**config.mk**
```make
export PLATFORM = sky130hd
export DESIGN_NAME = bidir_bus_master
export DESIGN_NICKNAME = d
export VERILOG_FILES = /design/src/rtl/bidir_bus_master.sv
export SDC_FILE = /design/constraint.sdc
export NUM_CORES = 1
export LEC_CHECK = 0
export ABC_AREA = 1
export ABC_CLOCK_PERIOD_IN_PS = 1600
export CAP_MARGIN = 20
export CORE_MARGIN = 2
export CORE_UTILIZATION = 35
export DETAILED_ROUTE_END_ITERATION = 8
export SYNTH_ARGS = -nofsm -noshare
export SYNTH_HDL_FRONTEND = slang
export SYNTH_SLANG_ARGS = --single-unit
```
**constraint.sdc**
```tcl
create_clock -name clk -period 1.6 [get_ports clk]
set_input_delay 0.16 -clock clk [delete_from_list [all_inputs] [get_ports clk]]
set_output_delay 0.16 -clock clk [all_outputs]
set_load 0.01 [all_outputs]
```
**src/rtl/bidir_bus_master.sv**
```systemverilog
// bidir_bus_master: core-side sequencer for a half-duplex 8-bit strobed bus
// built from tri-state IO buffers (setup / strobe / hold / turnaround).
//
// Ports:
//   clk, reset          rising-edge clock, async active-high reset
//   req, we, wdata      single-word request (sampled only while idle)
//   busy, ack, rdata    status, one-cycle completion pulse, read data
//   bus_o, bus_t, bus_i buffer I, tristate control (1 = high-Z), buffer O
//   bus_rw, bus_stb     direction pin (1 = read), strobe (active high)
//
// Optional macro BIDIR_BUS_SYNC_EN: when defined, bus_i passes through a
// two-flop synchronizer and reads capture from the second flop.
module bidir_bus_master #(
    parameter int unsigned SETUP_CYC  = 2,
    parameter int unsigned STROBE_CYC = 4,
    parameter int unsigned HOLD_CYC   = 1,
    parameter int unsigned TURN_CYC   = 2
) (
    input  logic       clk,
    input  logic       reset,
    input  logic       req,
    input  logic       we,
    input  logic [7:0] wdata,
    output logic       busy,
    output logic       ack,
    output logic [7:0] rdata,
    output logic [7:0] bus_o,
    output logic       bus_t,
    input  logic [7:0] bus_i,
    output logic       bus_rw,
    output logic       bus_stb
);

    typedef enum logic [2:0] {
        S_IDLE,
        S_TURN,
        S_SETUP,
        S_STROBE,
        S_HOLD
    } state_t;

    localparam logic [7:0] TURN_LD   = 8'(TURN_CYC - 1);
    localparam logic [7:0] SETUP_LD  = 8'(SETUP_CYC - 1);
    localparam logic [7:0] STROBE_LD = 8'(STROBE_CYC - 1);
    localparam logic [7:0] HOLD_LD   = 8'(HOLD_CYC - 1);

    state_t     state;
    state_t     next;
    logic [7:0] cnt;
    logic [7:0] cnt_ld;
    logic       cnt_done;
    logic       accept;

    // Latched request and the direction of the last completed turnaround
    // (1 = write, 0 = read).
    logic       we_q;
    logic [7:0] wdata_q;
    logic       last_we;

    // Effective request fields: the live inputs in the accept cycle,
    // the latched copies afterwards.
    logic       cur_we;
    logic [7:0] cur_wdata;

    logic       busy_d;
    logic       ack_d;
    logic [7:0] bus_o_d;
    logic       bus_t_d;
    logic       bus_rw_d;
    logic       bus_stb_d;
    logic       rd_cap;
    logic [7:0] sample;

    assign cnt_done  = (cnt == 8'd0);
    assign accept    = (state == S_IDLE) && req;
    assign cur_we    = accept ? we : we_q;
    assign cur_wdata = accept ? wdata : wdata_q;

`ifdef BIDIR_BUS_SYNC_EN
    logic [7:0] sync1;
    logic [7:0] sync2;

    always_ff @(posedge clk or posedge reset) begin
        if (reset) begin
            sync1 <= 8'h00;
            sync2 <= 8'h00;
        end else begin
            sync1 <= bus_i;
            sync2 <= sync1;
        end
    end

    assign sample = sync2;
`else
    assign sample = bus_i;
`endif

    // State register, down-counter and request latch
    always_ff @(posedge clk or posedge reset) begin
        if (reset) begin
            state   <= S_IDLE;
            cnt     <= 8'd0;
            we_q    <= 1'b0;
            wdata_q <= 8'h00;
            last_we <= 1'b0;
        end else begin
            state <= next;
            if (next != state) begin
                cnt <= cnt_ld;
            end else if (!cnt_done) begin
                cnt <= cnt - 8'd1;
            end
            if (accept) begin
                we_q    <= we;
                wdata_q <= wdata;
            end
            if (state == S_TURN && cnt_done) begin
                last_we <= we_q;
            end
        end
    end

    // Next-state logic
    always_comb begin
        next = state;
        unique case (state)
            S_IDLE: begin
                if (req) begin
                    next = (we != last_we) ? S_TURN : S_SETUP;
                end
            end
            S_TURN:   if (cnt_done) next = S_SETUP;
            S_SETUP:  if (cnt_done) next = S_STROBE;
            S_STROBE: if (cnt_done) next = S_HOLD;
            S_HOLD:   if (cnt_done) next = S_IDLE;
            default:  next = S_IDLE;
        endcase
    end

    // Counter load value for the state being entered
    always_comb begin
        cnt_ld = 8'd0;
        unique case (next)
            S_TURN:   cnt_ld = TURN_LD;
            S_SETUP:  cnt_ld = SETUP_LD;
            S_STROBE: cnt_ld = STROBE_LD;
            S_HOLD:   cnt_ld = HOLD_LD;
            default:  cnt_ld = 8'd0;
        endcase
    end

    // Output logic: values for the coming cycle, registered below so
    // every output is a flop. Idle keeps the bus parked as it was left.
    always_comb begin
        busy_d    = (next != S_IDLE);
        ack_d     = (state == S_HOLD) && cnt_done;
        bus_stb_d = (next == S_STROBE);
        bus_o_d   = bus_o;
        bus_t_d   = bus_t;
        bus_rw_d  = bus_rw;
        rd_cap    = (state == S_STROBE) && cnt_done && !we_q;
        unique case (next)
            S_TURN: begin
                bus_t_d  = 1'b1;
                bus_rw_d = !cur_we;
            end
            S_SETUP, S_STROBE, S_HOLD: begin
                bus_t_d  = !cur_we;
                bus_rw_d = !cur_we;
                if (cur_we) begin
                    bus_o_d = cur_wdata;
                end
            end
            default: begin
                bus_t_d = bus_t;
            end
        endcase
    end

    // Output registers
    always_ff @(posedge clk or posedge reset) begin
        if (reset) begin
            busy    <= 1'b0;
            ack     <= 1'b0;
            rdata   <= 8'h00;
            bus_o   <= 8'h00;
            bus_t   <= 1'b1;
            bus_rw  <= 1'b1;
            bus_stb <= 1'b0;
        end else begin
            busy    <= busy_d;
            ack     <= ack_d;
            bus_o   <= bus_o_d;
            bus_t   <= bus_t_d;
            bus_rw  <= bus_rw_d;
            bus_stb <= bus_stb_d;
            if (rd_cap) begin
                rdata <= sample;
            end
        end
    end

endmodule
```
### Yosys cells after proc, flatten, opt, wreduce, memory -nomap -nowiden

Cells that the tools add are included.

| storage, ports and cells | value |
|---|---|
| flip-flop bits (word level) | 42 |
| input bits | 20 |

| cells by class | value |
|---|---|
| add/subtract/negate cells | 1 |
| equal/unequal tests | 11 |
| mux-type cells | 13 |
| reduce and logical (&&, ||, !) cells | 15 |

Operators with widths:

| cell | number |
|---|---|
| 8-bit two-way mux | 3 |
| 3-bit two-way mux | 5 |
| 3-bit one-hot mux with 5 select lines | 1 |
| 3-bit by 2-bit == test with 1-bit output, second input constant | 4 |
| 8-bit zero test | 1 |
| 8-bit by 1-bit subtractor with 8-bit output, second input constant | 1 |
| 3-bit by 1-bit == test with 1-bit output, second input constant | 2 |
| 3-bit == test, second input constant | 2 |
| 1-bit logical AND | 5 |
| 2-bit one-hot mux with 2 select lines | 1 |
| 4-bit OR reduction | 1 |
| 3-bit zero test | 1 |
| 3-bit inequality test | 1 |
| 3-bit nonzero test | 1 |
| 3-bit OR reduction | 1 |
| 1-bit zero test | 2 |
| 2-bit two-way mux | 1 |
| 2-bit by 1-bit inequality test with 1-bit output, second input constant | 1 |
| 1-bit one-hot mux with 2 select lines | 1 |
| 2-bit AND reduction | 1 |
| 2-bit nonzero test | 1 |
| 2-bit OR reduction | 1 |
| 1-bit two-way mux | 1 |
| 1-bit inequality test | 1 |

### Longest topological paths before layout

| depth | value |
|---|---|
| depth in word-level cells | 8 |
| depth in mapped cells | 13 |
| mapped depth without buffers | 12 |

### Worst setup path after synthesis

OpenSTA, ideal clock, no wires.

| timing path | value |
|---|---|
| path type | register to register |
| start point | reg cnt[0] |
| end point | reg rdata[0] |
| library setup time | 0.125 ns |
| data arrival time | 1.575 ns |
| slack | -0.100 ns |
| stages on the path, launching flop included | 8 |
| cells stage by stage | dfrtp_1 inv_1 ha_1 nand3_2 nor2_8 nand3_2 nor2_4 mux2_2 |

| on the way | value |
|---|---|
| word-level cells in the longest chain between the ends | 3 |

RTL lines:

| item | line | text |
|---|---|---|
| start: declaration | 49 | `logic [7:0] cnt;` |
| start signal: assignment | 109 | `cnt <= cnt_ld;` |
| start signal: assignment | 111 | `cnt <= cnt - 8'd1;` |
| 8-bit zero test | 74 | `assign cnt_done = (cnt == 8'd0);` |
| 1-bit logical AND (2 in a row) | 161 | `rd_cap = (state == S_STROBE) && cnt_done && !we_q;` |
| end signal: assignment | 198 | `rdata <= sample;` |
| end: declaration | 26 | `output logic [7:0] rdata,` |

No other way between the ends.
A chain may end at the register's enable or synchronous reset.

### Worst setup path in the final report

| timing path | value |
|---|---|
| start point | reg cnt[1] |
| end point | reg rdata[6] |

Same word-level chain as after synthesis.

==> metrics.yaml <==
yosys:
  ys_seq_area_frac: 0.5262
  syn_inst: 193
  syn_nets: 214
  yosysTopAreaCell: "dfrtp_1"
  netlist_top_cells_area: "dfrtp_1 50%, mux2_2 9.0%, nand2_1 7.5%"
  ys.warnings.count: 0
  synth_area_mm2: 0.002002
  yosysTopAreaCellShare: 0.5000
  synth.avg_cell_area_um2: 10.37
  ys_ff_latch: 42
  ys_types: 32
sta:
  period_share: 1.045
  tightest_slew_ns: 0.2801
  layout_setup_ws_ns: -0.07265
  fmax_mhz: 597.9
  relSlewSlack: 0.8127
  period_minus_slack_ns: 1.673
  hold_violations: 0
  rsz0062_at_grt: "yes"
  final_max_slew_viol_count: 0
  fin_skew_ns: 0.005850
  setup_viol: 25
power_and_ir_drop:
  leakagePower_nw: 1.465
  power.density_mw_per_mm2: 2167
  total_power_mw: 6.681
  ir_drop_mv: 1.159
min_path:
  hold_path_class: "primary input to async pin"
grt:
  antenna_found_initial: 0
  grt_overflow: 0
  grt_first_pass_wirelength_um: 7189
  globalRouteTotalUtil: 0.1450
  grt_pass1_vias: 1580
  grt_max_degree: 43
setup_path:
  worstSetupPathType: "flip-flop to flip-flop"
  worst_setup_path_end_kind: "flip-flop"
  startpoint_type: "flip-flop"
  crit_required_ns: 1.79
  worstPathMaxFanout: 8
  cp.arrival_ns: 1.86
clocking:
  cts_buffers: 5
  clock_sinks: 42
  cts_max_level: 2
  cts_root_buf: "clkbuf_8"
  cts_tree: "yes"
  insertion_delay_ns: 0.30
  clkSlewWorstSetupHoldPaths_ns: 0.09
  clock_path_buffers: 2
final_layout:
  drive_gt1_frac: 0.4194
  syn2layout_area_growth_pct: 54.00
  layout.nets: 299
  insertedDiodeCount: 0
  fin_util: 0.5599
die:
  die-area_mm2: 0.006341
  core_area_mm2: 0.005507
  die_h_um: 79.63
  num_io_pins: 41
  die_w_um: 79.63
  std_cell_rows: 27
  start_util: 0.3636
run_status:
  failed_checks: "setup timing"
  status: "finished with violations"
routing:
  firstDrtPassIters: 4
  drc: 0
  drt_iter0_drc: 117
  final_antenna_net_count: 0
  routedWlPerCell_um: 12.36
  totalWireLength_um: 4339
  vias: 1576
  viasPerCell: 4.490
placement:
  hpwl_um: 2891
  portBuffers: 40
  gp_congestion: 0.7844
flow_run:
  cap_violations: 0
[final timing paths]
check / start / endpoint / slack [ns] / depth (start not counted)
worst min register to register: bus_rw / bus_rw / 0.47 / 2
max in group asynchronous: reset / bus_t / 1.11 / 3
worst min-delay path: reset / rdata[1] / 0.20 / 3
min in group clk: bus_rw / bus_rw / 0.47 / 2
worst max register to register: cnt[1] / rdata[6] / -0.07 / 8
worst max-delay path: cnt[1] / rdata[6] / -0.07 / 8
[metrics by stage]
step	cell area [µm²]	hold slack, ns	TNS (ns)	instances	setup slack, ns
5_1_grt	3083	0.2418	-4.047	351	-0.1886
3_3_place_gp	2719	0.4653	-2.284	332	-0.1104
6_report	3083	0.2046	-1.011	351	-0.07265
3_5_place_dp	2719	0.4639	-3.009	332	-0.1488
2_1_floorplan	2029	0.3117	0	193	0.002192
4_1_cts	2924	0.2202	-2.091	346	-0.1042
[flip-flops by register name, indices dropped and copies added (netlist names)]
signal	flops
wdata_q	8
bus_rw	1
busy	1
bus_o	8
we_q	1
bus_t	1
state	3
rdata	8
last_we	1
cnt	8
bus_stb	1
ack	1
[critical path, cell delays in order (launching register included)]
cell	delay, ns
dfrtp_1	0.40
inv_2	0.08
ha_4	0.15
nand3_4	0.09
nor2_8	0.14
nand3_4	0.12
nor2_4	0.12
buf_12	0.14
mux2_4	0.30
[repair_timing]
item / 4_1_cts / 5_1_grt
cloned: 1 / 1
hold buffers: 0 / 0
endpoints found under the hold margin: 0 / 0
setup endpoints to repair: 26 / 28
resized for setup: 14 / 32
setup buffers: 5 / 4
pin swaps: 8 / 14
[cell usage after synthesis (all sizes together)]
master	count
bufinv	1
a31oi	2
nor2	25
xnor2	2
clkinv	1
xor2	4
nand2	50
o211ai	2
ha	1
nand4	1
nand3	18
nor3	2
mux2	16
o21ai	3
dfrtp	40
inv	19
dfstp	2
a21oi	1
nand2b	1
buf	2
[cell type report]
cell class              count  area [µm²]
flip-flops and latches     42        1055
fillers                   461        2424
repair buffers             78       729.5
well taps                  72       90.09
inverters                  21       92.59
clock buffers               6       82.58
clock inverters             2       12.51
multi-input cells         130        1021
[logic make-up after synthesis]
kind of cell | share of synthesized area
buffers and inverters | 0.06188
AOI/OAI and AO/OA | 0.02374
DFF | 0.5262
adders and majority gates | 0.006249
muxes | 0.09000
and+or+nand+nor | 0.2656
xor gates and xnor gates | 0.02625
[where the power goes]
group / total, mW / internal, mW / switching [mW]
sequential: 1.86 / 1.57 / 0.296
combinational: 4.08 / 2.11 / 1.97
clock: 0.738 / 0.347 / 0.391
total: 6.68 / 4.02 / 2.66
[cells in the final DEF (no fill, tap or decap), types with 6 or more instances in the layout]
cell type	instances
mux2_4	8
clkbuf_8	6
nand3_1	12
dfrtp_1	39
nor2_2	8
clkdlybuf4s50_1	40
mux2_2	8
nand2_1	30
nand2_4	9
inv_1	15
nand2_2	11
buf_4	31
nor2_1	11
[layer usage]
metal  wire (µm)  vias up  track usage
met1        2021      756       0.1964
li1            -      788            -
met4          66        0      0.05000
met3         148        6      0.03394
met5           0        -            0
met2        2102       26       0.2277
No activity file was read; power rests on OpenSTA's default activity.
